### src/rtl/hs_unit_pkg.sv
// Shared types for the handshake utility blocks.
// The skid-buffer occupancy encoding is used by the slice RTL and its bench.
package hs_unit_pkg;

    typedef enum logic [1:0] {
        HS_SKID_EMPTY = 2'd0,
        HS_SKID_BUSY  = 2'd1,
        HS_SKID_FULL  = 2'd2
    } hs_skid_state_e;

endpackage

### src/rtl/hs_unit_skid_buf.sv
// Fully-registered valid/ready slice with a two-entry skid buffer.
// All outputs come from flops, so both the forward and ready paths are cut.
module hs_unit_skid_buf
    import hs_unit_pkg::*;
#(
    parameter type      DATA_TYPE   = logic,
    parameter DATA_TYPE RESET_VALUE = '0
) (
    input  logic     clk,
    input  logic     aresetn,
    input  logic     s_valid,
    output logic     s_ready,
    input  DATA_TYPE s_data,
    output logic     m_valid,
    input  logic     m_ready,
    output DATA_TYPE m_data
);

    hs_skid_state_e r_state;
    hs_skid_state_e w_state_next;
    DATA_TYPE       r_main;
    DATA_TYPE       r_skid;
    logic           r_s_ready;
    logic           w_s_fire;
    logic           w_m_fire;

    assign m_valid  = (r_state != HS_SKID_EMPTY);
    assign m_data   = r_main;
    assign s_ready  = r_s_ready;
    assign w_s_fire = s_valid & r_s_ready;
    assign w_m_fire = m_valid & m_ready;

    always_comb begin
        w_state_next = r_state;
        case (r_state)
            HS_SKID_EMPTY: if (w_s_fire) w_state_next = HS_SKID_BUSY;
            HS_SKID_BUSY: begin
                if (w_s_fire && !m_ready)      w_state_next = HS_SKID_FULL;
                else if (!w_s_fire && w_m_fire) w_state_next = HS_SKID_EMPTY;
            end
            HS_SKID_FULL:  if (m_ready) w_state_next = HS_SKID_BUSY;
            default:       w_state_next = HS_SKID_EMPTY;
        endcase
    end

    // s_ready leaves reset low and rises on the first edge after release.
    always_ff @(posedge clk or negedge aresetn) begin
        if (!aresetn) begin
            r_state   <= HS_SKID_EMPTY;
            r_s_ready <= 1'b0;
        end else begin
            r_state   <= w_state_next;
            r_s_ready <= (w_state_next != HS_SKID_FULL);
        end
    end

    always_ff @(posedge clk or negedge aresetn) begin
        if (!aresetn) begin
            r_main <= RESET_VALUE;
        end else if (r_state == HS_SKID_FULL) begin
            if (m_ready) r_main <= r_skid;
        end else if (w_s_fire && (r_state == HS_SKID_EMPTY || m_ready)) begin
            r_main <= s_data;
        end
    end

    always_ff @(posedge clk or negedge aresetn) begin
        if (!aresetn) begin
            r_skid <= RESET_VALUE;
        end else if (r_state == HS_SKID_BUSY && w_s_fire && !m_ready) begin
            r_skid <= s_data;
        end
    end

`ifndef SYNTHESIS
    // A stalled output must stay valid with unchanged data on the next cycle.
    logic     r_chk_stall;
    DATA_TYPE r_chk_data;

    always_ff @(posedge clk or negedge aresetn) begin
        if (!aresetn) begin
            r_chk_stall <= 1'b0;
            r_chk_data  <= RESET_VALUE;
        end else begin
            if (r_chk_stall) begin
                a_hold: assert (m_valid && (m_data == r_chk_data));
            end
            a_state: assert (r_state inside {HS_SKID_EMPTY, HS_SKID_BUSY, HS_SKID_FULL});
            r_chk_stall <= m_valid & ~m_ready;
            r_chk_data  <= m_data;
        end
    end
`endif

endmodule
### config.mk
export PLATFORM = sky130hd
export DESIGN_NAME = hs_unit_skid_buf
export DESIGN_NICKNAME = d
export VERILOG_FILES = /design/src/rtl/hs_unit_pkg.sv /design/src/rtl/hs_unit_skid_buf.sv
export SDC_FILE = /design/constraint.sdc
export NUM_CORES = 1
export LEC_CHECK = 0
export BUFFER_PORTS_ARGS = -buffer_cell sky130_fd_sc_hd__buf_2
export CAP_MARGIN = 25
export CORE_AREA = 4 4 41 43
export DETAILED_ROUTE_END_ITERATION = 10
export DIE_AREA = 0 0 45 47
export PLACE_DENSITY = 0.42
export SLEW_MARGIN = 5
export SYNTH_ARGS = -nofsm -noshare
export SYNTH_HDL_FRONTEND = slang
export SYNTH_SLANG_ARGS = --single-unit
### constraint.sdc
create_clock -name clk -period 3.7 [get_ports clk]
set_clock_uncertainty 0.15 [all_clocks]
set_input_delay 0.555 -clock clk [delete_from_list [all_inputs] [get_ports clk]]
set_output_delay 0.555 -clock clk [all_outputs]
set_load 0.005 [all_outputs]
==> results.json, run 1 <==
{
  "cts_tree": "done",
  "synth_common_cells": "dfrtp_1, nand2_1, mux2i_1",
  "r2r-start": "r_state[1]",
  "wl_per_cell_um": 11.37,
  "crit_path_max_fanout": 7,
  "grt_max_degree": 9,
  "post-route-util_pct": 27.12,
  "clock_tree.root_cell": "clkbuf_4",
  "ios": 8,
  "wl_met3_um": 56,
  "hold_viol": 0,
  "hp-start": "r_skid",
  "tns_ns": 0,
  "synth_top_area_share_pct": 47.62,
  "ys_seq_area_share_pct": 47.62,
  "remaining_drc_errors": 0,
  "num_rows": 13,
  "syn_area_per_cell_sq_um": 10.95,
  "placed_area_sq_um": 316.6,
  "yosysMostFrequentCell": "dfrtp_1",
  "path_clk_slew_ns": 0.04,
  "start_kind": "flip-flop",
  "p_per_area_nw_per_um2": 678.8,
  "clk_latency_ns": 0.24,
  "hold_class": "reg2reg",
  "cts_buffer_depth": 2,
  "coreArea_sq_um": 1301,
  "initial_core_util_pct": 20.19,
  "worst_pin_slew_ns": 0.2544,
  "die_h_um": 47,
  "overflow": 0,
  "detail_route.first_pass.iterations": 3,
  "drv_cap": 0,
  "die_w_um": 45,
  "syn_nets": 29,
  "grtUsageTotal_pct": 6.905,
  "synth-edff-count": 0,
  "reg2reg_to": "r_skid",
  "drv_slew": 0,
  "synthCells": 24,
  "p_leak_nw": 0.1618,
  "slew_headroom_pct": 82.80,
  "rsz0062_at_grt": "false",
  "routed.top_layer": "met3",
  "layout_min_cycle_time_ns": 1.775,
  "dieArea_sq_um": 2115,
  "required_ns": 2.99,
  "viasPerCell": 4.490,
  "m1WireLength_um": 230,
  "dpl.hpwl_um": 471.9,
  "cts-htree-levels": 1,
  "ir_drop_v": 0.0001847,
  "gp_congestion": 0.6592,
  "worstSetupPathType": "reg2out",
  "antenna_found_initial": 0,
  "async_reset_ff_share_pct": 100.0,
  "synth_seq_cells": 5,
  "setup_viol": 0,
  "synth_area_sq_um": 262.8,
  "io_buffer_count": 7,
  "regToRegSetupSlack_ns": 2.37,
  "first_iter_violations": 7,
  "max_freq_mhz": 563.3,
  "finalPower_w": 0.0002395,
  "post-route-period-util_pct": 47.98,
  "hold_ws_ns": 0.3470,
  "grt_pass1_wl_um": 945,
  "synth_area_leaders": "dfrtp_1, mux2i_1, mux2_1",
  "final_area_sq_um": 352.8,
  "holdPathEnd": "r_skid",
  "drtAntennaViolNets": 0,
  "num_vias": 229,
  "yosys_warnings": 0,
  "r2r_cells": 3,
  "cts_buffers": 3,
  "yosysTopAreaCell": "dfrtp_1",
  "ctsResizeCount": 0,
  "wl_um": 580,
  "dr_wl_met2_um": 293,
  "syn2layout_area_growth_pct": 34.29,
  "end_kind": "output pin",
  "synth_cell_types": 17,
  "diodes": 0,
  "drive_gt1_share_pct": 33.33,
  "status": "finished, final reports clean",
  "fin_nets": 42,
  "arrival_ns": 1.07,
  "grt_pass1_vias": 241,
  "synth-main-ff-cell": "dfrtp_1",
  "whs_path_depth": 1,
  "clock-sinks": 5
}
-- layout make-up --
class,count,area [sq um]
fillers,149,948.4
well taps,15,18.77
repair buffers,8,45.04
clock buffers,4,26.28
inverters,1,3.754
flip-flops and latches,5,125.1
multi-input cells,18,133.9
-- metrics by stage --
step / cells / setup WS [ns]
global placement: 46 / 2.180
finish: 51 / 1.925
CTS: 51 / 1.910
global route: 51 / 1.878
floorplan: 24 / 2.344
detailed placement: 46 / 2.176
-- power by group --
| part | internal (W) | switching (W) | leakage, nW | total (W) |
|---|---|---|---|---|
| Sequential | 0.0000758 | 0.0000184 | 0.0574 | 0.0000942 |
| Combinational | 0.0000474 | 0.0000347 | 0.0894 | 0.0000821 |
| Clock | 0.0000408 | 0.0000224 | 0.0150 | 0.0000632 |
| Total | 0.000164 | 0.0000755 | 0.162 | 0.000240 |
-- worst max-delay path by stage --
stage / slack [ns] / end / cells after the start / start
after detailed placement: 2.18 / r_skid / 4 / m_ready
final: 1.92 / m_valid / 2 / r_state[1]
after global placement: 2.18 / r_skid / 4 / m_ready
after CTS: 1.91 / m_valid / 2 / r_state[1]
after global routing: 1.88 / m_valid / 2 / r_state[1]
after floorplan: 2.34 / m_valid / 1 / r_state[0]
-- flip-flops by register name (all words and copies together), names as in the netlist --
register / count
r_state: 2
m_data: 1
r_skid: 1
s_ready: 1
-- per-layer routing --
metal | vias to the layer above | GRT usage, %
li1 | 116 | -
met1 | 107 | 5.760
met2 | 6 | 11.02
met3 | 0 | 3.065
met4 | 0 | 8.772
met5 | - | 0
-- critical path, cell delays in order, from the launching register on --
cell and delay (ns):
dfrtp_1 0.44, or2_4 0.26, buf_2 0.13
-- cell usage in the layout (no fill, tap or decap), drive strengths merged, types with 2 or more instances in the layout --
cell	count
buf	7
clkbuf	4
dfrtp	5
mux2i	2
nand2	3
or2	2
-- cell families after synthesis --
family                 share of synthesized area [%]
and+or+nand+nor                                23.34
buffers and inverters                          1.427
DFF                                            47.62
AOI/OAI and AO/OA                              15.72
muxes                                          11.90
-- what timing repair did --
item                                   CTS  global route
buffers inserted                         0             0
hold buffers                             1             0
endpoints found under the hold margin    5             0
Note: power is estimated with default switching activity, not from simulation.
==> run 2, diff against run 1 <==
Settings changed: PLACE_DENSITY 0.42 to 0.43.
Clock period 3.7 ns to 1.5 ns, I/O delays scaled along.
==> run 2 against run 1 <==
  * Via count fell by 1.7%
  * Sequential share of layout area did not move
  * Die area did not move
  * Largest cell class unchanged
==> results.json, run 2 (synthesized netlist as in run 1, its figures left out) <==
{
  "holdPathEnd": "r_skid",
  "viasPerCell": 4.412,
  "p_leak_nw": 0.1618,
  "arrival_ns": 1.06,
  "clock-sinks": 5,
  "cts_tree": "done",
  "die_w_um": 45,
  "rsz0062_at_grt": "false",
  "placed_area_sq_um": 316.6,
  "post-route-util_pct": 27.12,
  "reg2reg_to": "r_skid",
  "ir_drop_v": 0.0005471,
  "overflow": 0,
  "grtUsageMet2_pct": 10.45,
  "fin_cells": 51,
  "coreArea_sq_um": 1301,
  "drv_cap": 0,
  "start_kind": "flip-flop",
  "ios": 8,
  "end_kind": "output pin",
  "gp_congestion": 0.6772,
  "die_h_um": 47,
  "p_per_area_nw_per_um2": 1662,
  "crit_path_max_fanout": 7,
  "hp-start": "s_data",
  "drtAntennaViolNets": 0,
  "detail_route.first_pass.iterations": 1,
  "final_area_sq_um": 352.8,
  "cts_buffers": 3,
  "dieArea_sq_um": 2115,
  "cts_buffer_depth": 2,
  "finalPower_w": 0.0005866,
  "slew_headroom_pct": 80.98,
  "multi_input_area_sq_um": 133.9,
  "whs_path_depth": 2,
  "diodes": 0,
  "r2r-start": "r_state[1]",
  "busiest_layer": "met2",
  "layout_min_cycle_time_ns": 1.434,
  "final_cell_mix": "buf_2, dfrtp_1, nand2_1, clkbuf_4, mux2i_1",
  "drv_slew": 0,
  "hold_class": "in2reg",
  "largest_reg_flops": 2,
  "met3_usage_pct": 3.831,
  "ctsResizeCount": 0,
  "grt_max_degree": 9,
  "grt_pass1_vias": 243,
  "post-route-period-util_pct": 95.58,
  "io_buffer_count": 7,
  "num_rows": 13,
  "max_freq_mhz": 697.5,
  "antenna_found_initial": 0,
  "tns_ns": 0,
  "cts-htree-levels": 1,
  "first_iter_violations": 0,
  "placed_cells": 46,
  "grt_pass1_wl_mm": 1.014,
  "status": "finished, final reports clean",
  "regToRegSetupSlack_ns": 0.16,
  "clk_latency_ns": 0.24,
  "grtUsageTotal_pct": 7.443,
  "grtUsageMet1_pct": 7.323,
  "worst_pin_slew_ns": 0.2814,
  "hold_viol": 0,
  "final-seq-area_sq_um": 125.1,
  "layout_commonest_cell": "buf_2",
  "setup_viol": 0,
  "wl_um": 582,
  "largest-register": "r_state",
  "drive_gt1_share_pct": 33.33,
  "wl_per_cell_um": 11.41,
  "r2r_cells": 3,
  "worstSetupPathType": "reg2out",
  "num_vias": 225,
  "fin_nets": 42,
  "syn2layout_area_growth_pct": 34.29,
  "fillers": 154,
  "path_clk_slew_ns": 0.04,
  "dpl.hpwl_um": 484.9,
  "initial_core_util_pct": 20.19,
  "clock_tree.root_cell": "clkbuf_4",
  "required_ns": 1.12,
  "remaining_drc_errors": 0
}
## run 2: cell counts in the layout (fill, tap and decap cells not counted)
No cell type changed its count.
## run 2: where the power goes
| group | switching [W] | internal (W) |
|---|---|---|
| Combinational | 0.0000864 | 0.000117 |
| Sequential | 0.0000442 | 0.000187 |
| Clock | 0.0000515 | 0.000100 |
## run 2: layout make-up
| cell class | count | area share, % |
|---|---|---|
| multi-input combinational | 18 | 37.94 |
| sequential | 5 | 35.46 |
| timing repair buffer | 8 | 12.77 |
| clock buffer | 4 | 7.447 |
| tap | 15 | 5.319 |
| inverter | 1 | 1.064 |
## run 2: metal layers
metal	wire, um	vias to the layer above
li1	-	117
met1	230	103
met2	303	5
met3	48	0
met4	0	0
met5	0	-
## run 2: repair_timing
action / in CTS / in global routing
setup buffers: 0 / 0
endpoints found under the hold margin: 5 / 0
hold buffers: 1 / 0
endpoints found under the setup margin: 0 / 0
## run 2: through the flow
stage	setup slack [ns]	hold WS, ns
finish	0.06633	0.09382
global route	0.008943	0.09616
CTS	0.04766	0.08433
detailed placement	0.1634	-0.1040
global placement	0.1842	-0.1020
floorplan	0.2455	-0.2206
## run 2: critical path, stage by stage (launching register included)
cell	delay (ns)
dfrtp_1	0.43
or2_4	0.26
buf_2	0.13
## run 2: worst max path at each step
stage	start	endpoint	slack, ns	cells past startpoint
detailed placement	r_state[1]	r_skid	0.16	3
global placement	r_state[1]	r_skid	0.18	3
floorplan	r_state[1]	r_skid	0.25	3
CTS	r_state[1]	m_valid	0.05	2
finish	r_state[1]	m_valid	0.07	2
global route	r_state[1]	m_valid	0.009	2
==> run 3, diff against run 2 <==
Settings changed: MAX_ROUTING_LAYER from default to met4.
==> run 3 against run 2 <==
  * Power barely moved
  * Fmax hardly changed
  * Utilization unchanged
  * Global-route usage is 0.24 points higher
  * Sequential cell count unchanged
  * First-iteration DRC count is the same
  * Count of clock-buffer cells in the layout unchanged
  * Via count did not move
  * Non-clock buffer count stayed put
  * Hold slack is essentially flat
  * Register-to-register slack barely moved
  * Critical path type unchanged
==> results.json, run 3 (synthesized netlist as in run 1, its figures left out) <==
{
  "start_kind": "flip-flop",
  "worstSetupPathType": "reg2out",
  "clock_tree.root_cell": "clkbuf_4",
  "drv_slew": 0,
  "drtAntennaViolNets": 0,
  "num_rows": 13,
  "status": "finished, final reports clean",
  "multi_input_area_sq_um": 133.9,
  "overflow": 0,
  "cts_tree": "done",
  "antenna_found_initial": 0,
  "fillers": 154,
  "gp_congestion": 0.6840,
  "die_w_um": 45,
  "remaining_drc_errors": 0,
  "grtUsageTotal_pct": 7.686,
  "first_iter_violations": 0,
  "syn2layout_area_growth_pct": 34.29,
  "dpl.hpwl_um": 484.9,
  "cts_buffers": 3,
  "crit_path_max_fanout": 7,
  "setup_viol": 0,
  "tns_ns": 0,
  "layout_min_cycle_time_ns": 1.433,
  "drv_cap": 0,
  "coreArea_sq_um": 1301,
  "grt_pass1_wl_mm": 1.014,
  "diodes": 0,
  "setup_ws_ns": 0.06669,
  "cts_buffer_depth": 2,
  "max_freq_mhz": 697.7,
  "arrival_ns": 1.06,
  "wl_per_cell_um": 11.41,
  "post-place-ws_ns": 0.1634,
  "end_kind": "output pin",
  "io_buffer_count": 7,
  "p_per_area_nw_per_um2": 1662,
  "fin_nets": 42,
  "ios": 8,
  "cts-htree-levels": 1,
  "initial_core_util_pct": 20.19,
  "p_leak_nw": 0.1618,
  "ir_drop_v": 0.0005471,
  "post_cts_buffers": 0,
  "post-route-period-util_pct": 95.55,
  "hold_viol": 0,
  "hold_ws_ns": 0.09418,
  "detail_route.first_pass.iterations": 1,
  "final-seq-area_sq_um": 125.1,
  "worst_pin_slew_ns": 0.2814,
  "path_clk_slew_ns": 0.04,
  "rsz0062_at_grt": "false",
  "die_h_um": 47,
  "wl_um": 582,
  "clock-sinks": 5,
  "ctsResizeCount": 0,
  "largest_reg_flops": 2,
  "clk_latency_ns": 0.24,
  "dieArea_sq_um": 2115,
  "num_vias": 225,
  "slew_headroom_pct": 80.98,
  "hold_class": "in2reg",
  "final_cell_mix": "buf_2, dfrtp_1, nand2_1, clkbuf_4, mux2i_1",
  "drive_gt1_share_pct": 33.33,
  "layout_commonest_cell": "buf_2",
  "largest-register": "r_state",
  "required_ns": 1.12,
  "viasPerCell": 4.412,
  "grt_max_degree": 9,
  "grt_pass1_vias": 242,
  "hold_buffers": 1
}
-- run 3: layer usage --
layer | part of all wire, % | GRT usage (%)
met5 | 0 | -
met4 | 0 | 8.772
met2 | 52 | 10.45
met3 | 8.4 | 3.831
met1 | 40 | 7.323
-- run 3: final timing paths --
kind	from	to	slack, ns	cells after the start
max reg2reg	r_state[1]	r_skid	0.16	3
min	s_data	r_skid	0.09	2
min reg2reg	r_skid	r_skid	0.34	1
max	r_state[1]	m_valid	0.07	2
min in group asynchronous	aresetn	r_state[0]	0.18	2
max in group asynchronous	aresetn	m_data	0.89	2
-- run 3: cell type report --
| type | instances | share of cell area (%) |
|---|---|---|
| sequential | 5 | 35.46 |
| tap | 15 | 5.319 |
| clock buffer | 4 | 7.447 |
| multi-input combinational | 18 | 37.94 |
| timing repair buffer | 8 | 12.77 |
| inverter | 1 | 1.064 |
-- run 3: stage by stage --
stage               power [W]  util, %  cells  area (sq um)
CTS                 0.0006055    27.12     51         352.8
detailed placement  0.0004419    24.33     46         316.6
global route        0.0006432    27.12     51         352.8
finish              0.0005863    27.12     51         352.8
global placement    0.0004373    24.33     46         316.6
floorplan           0.0003661        -     24         262.8
-- run 3: power by group --
group	switching [W]	internal (W)	total, W
combinational	0.0000864	0.000117	0.000204
clock	0.0000512	0.000100	0.000152
sequential	0.0000442	0.000187	0.000231
total	0.000182	0.000404	0.000586
-- run 3: worst max-delay path, stage by stage, from the launching register on --
cell	delay, ns
dfrtp_1	0.43
or2_4	0.26
buf_2	0.13
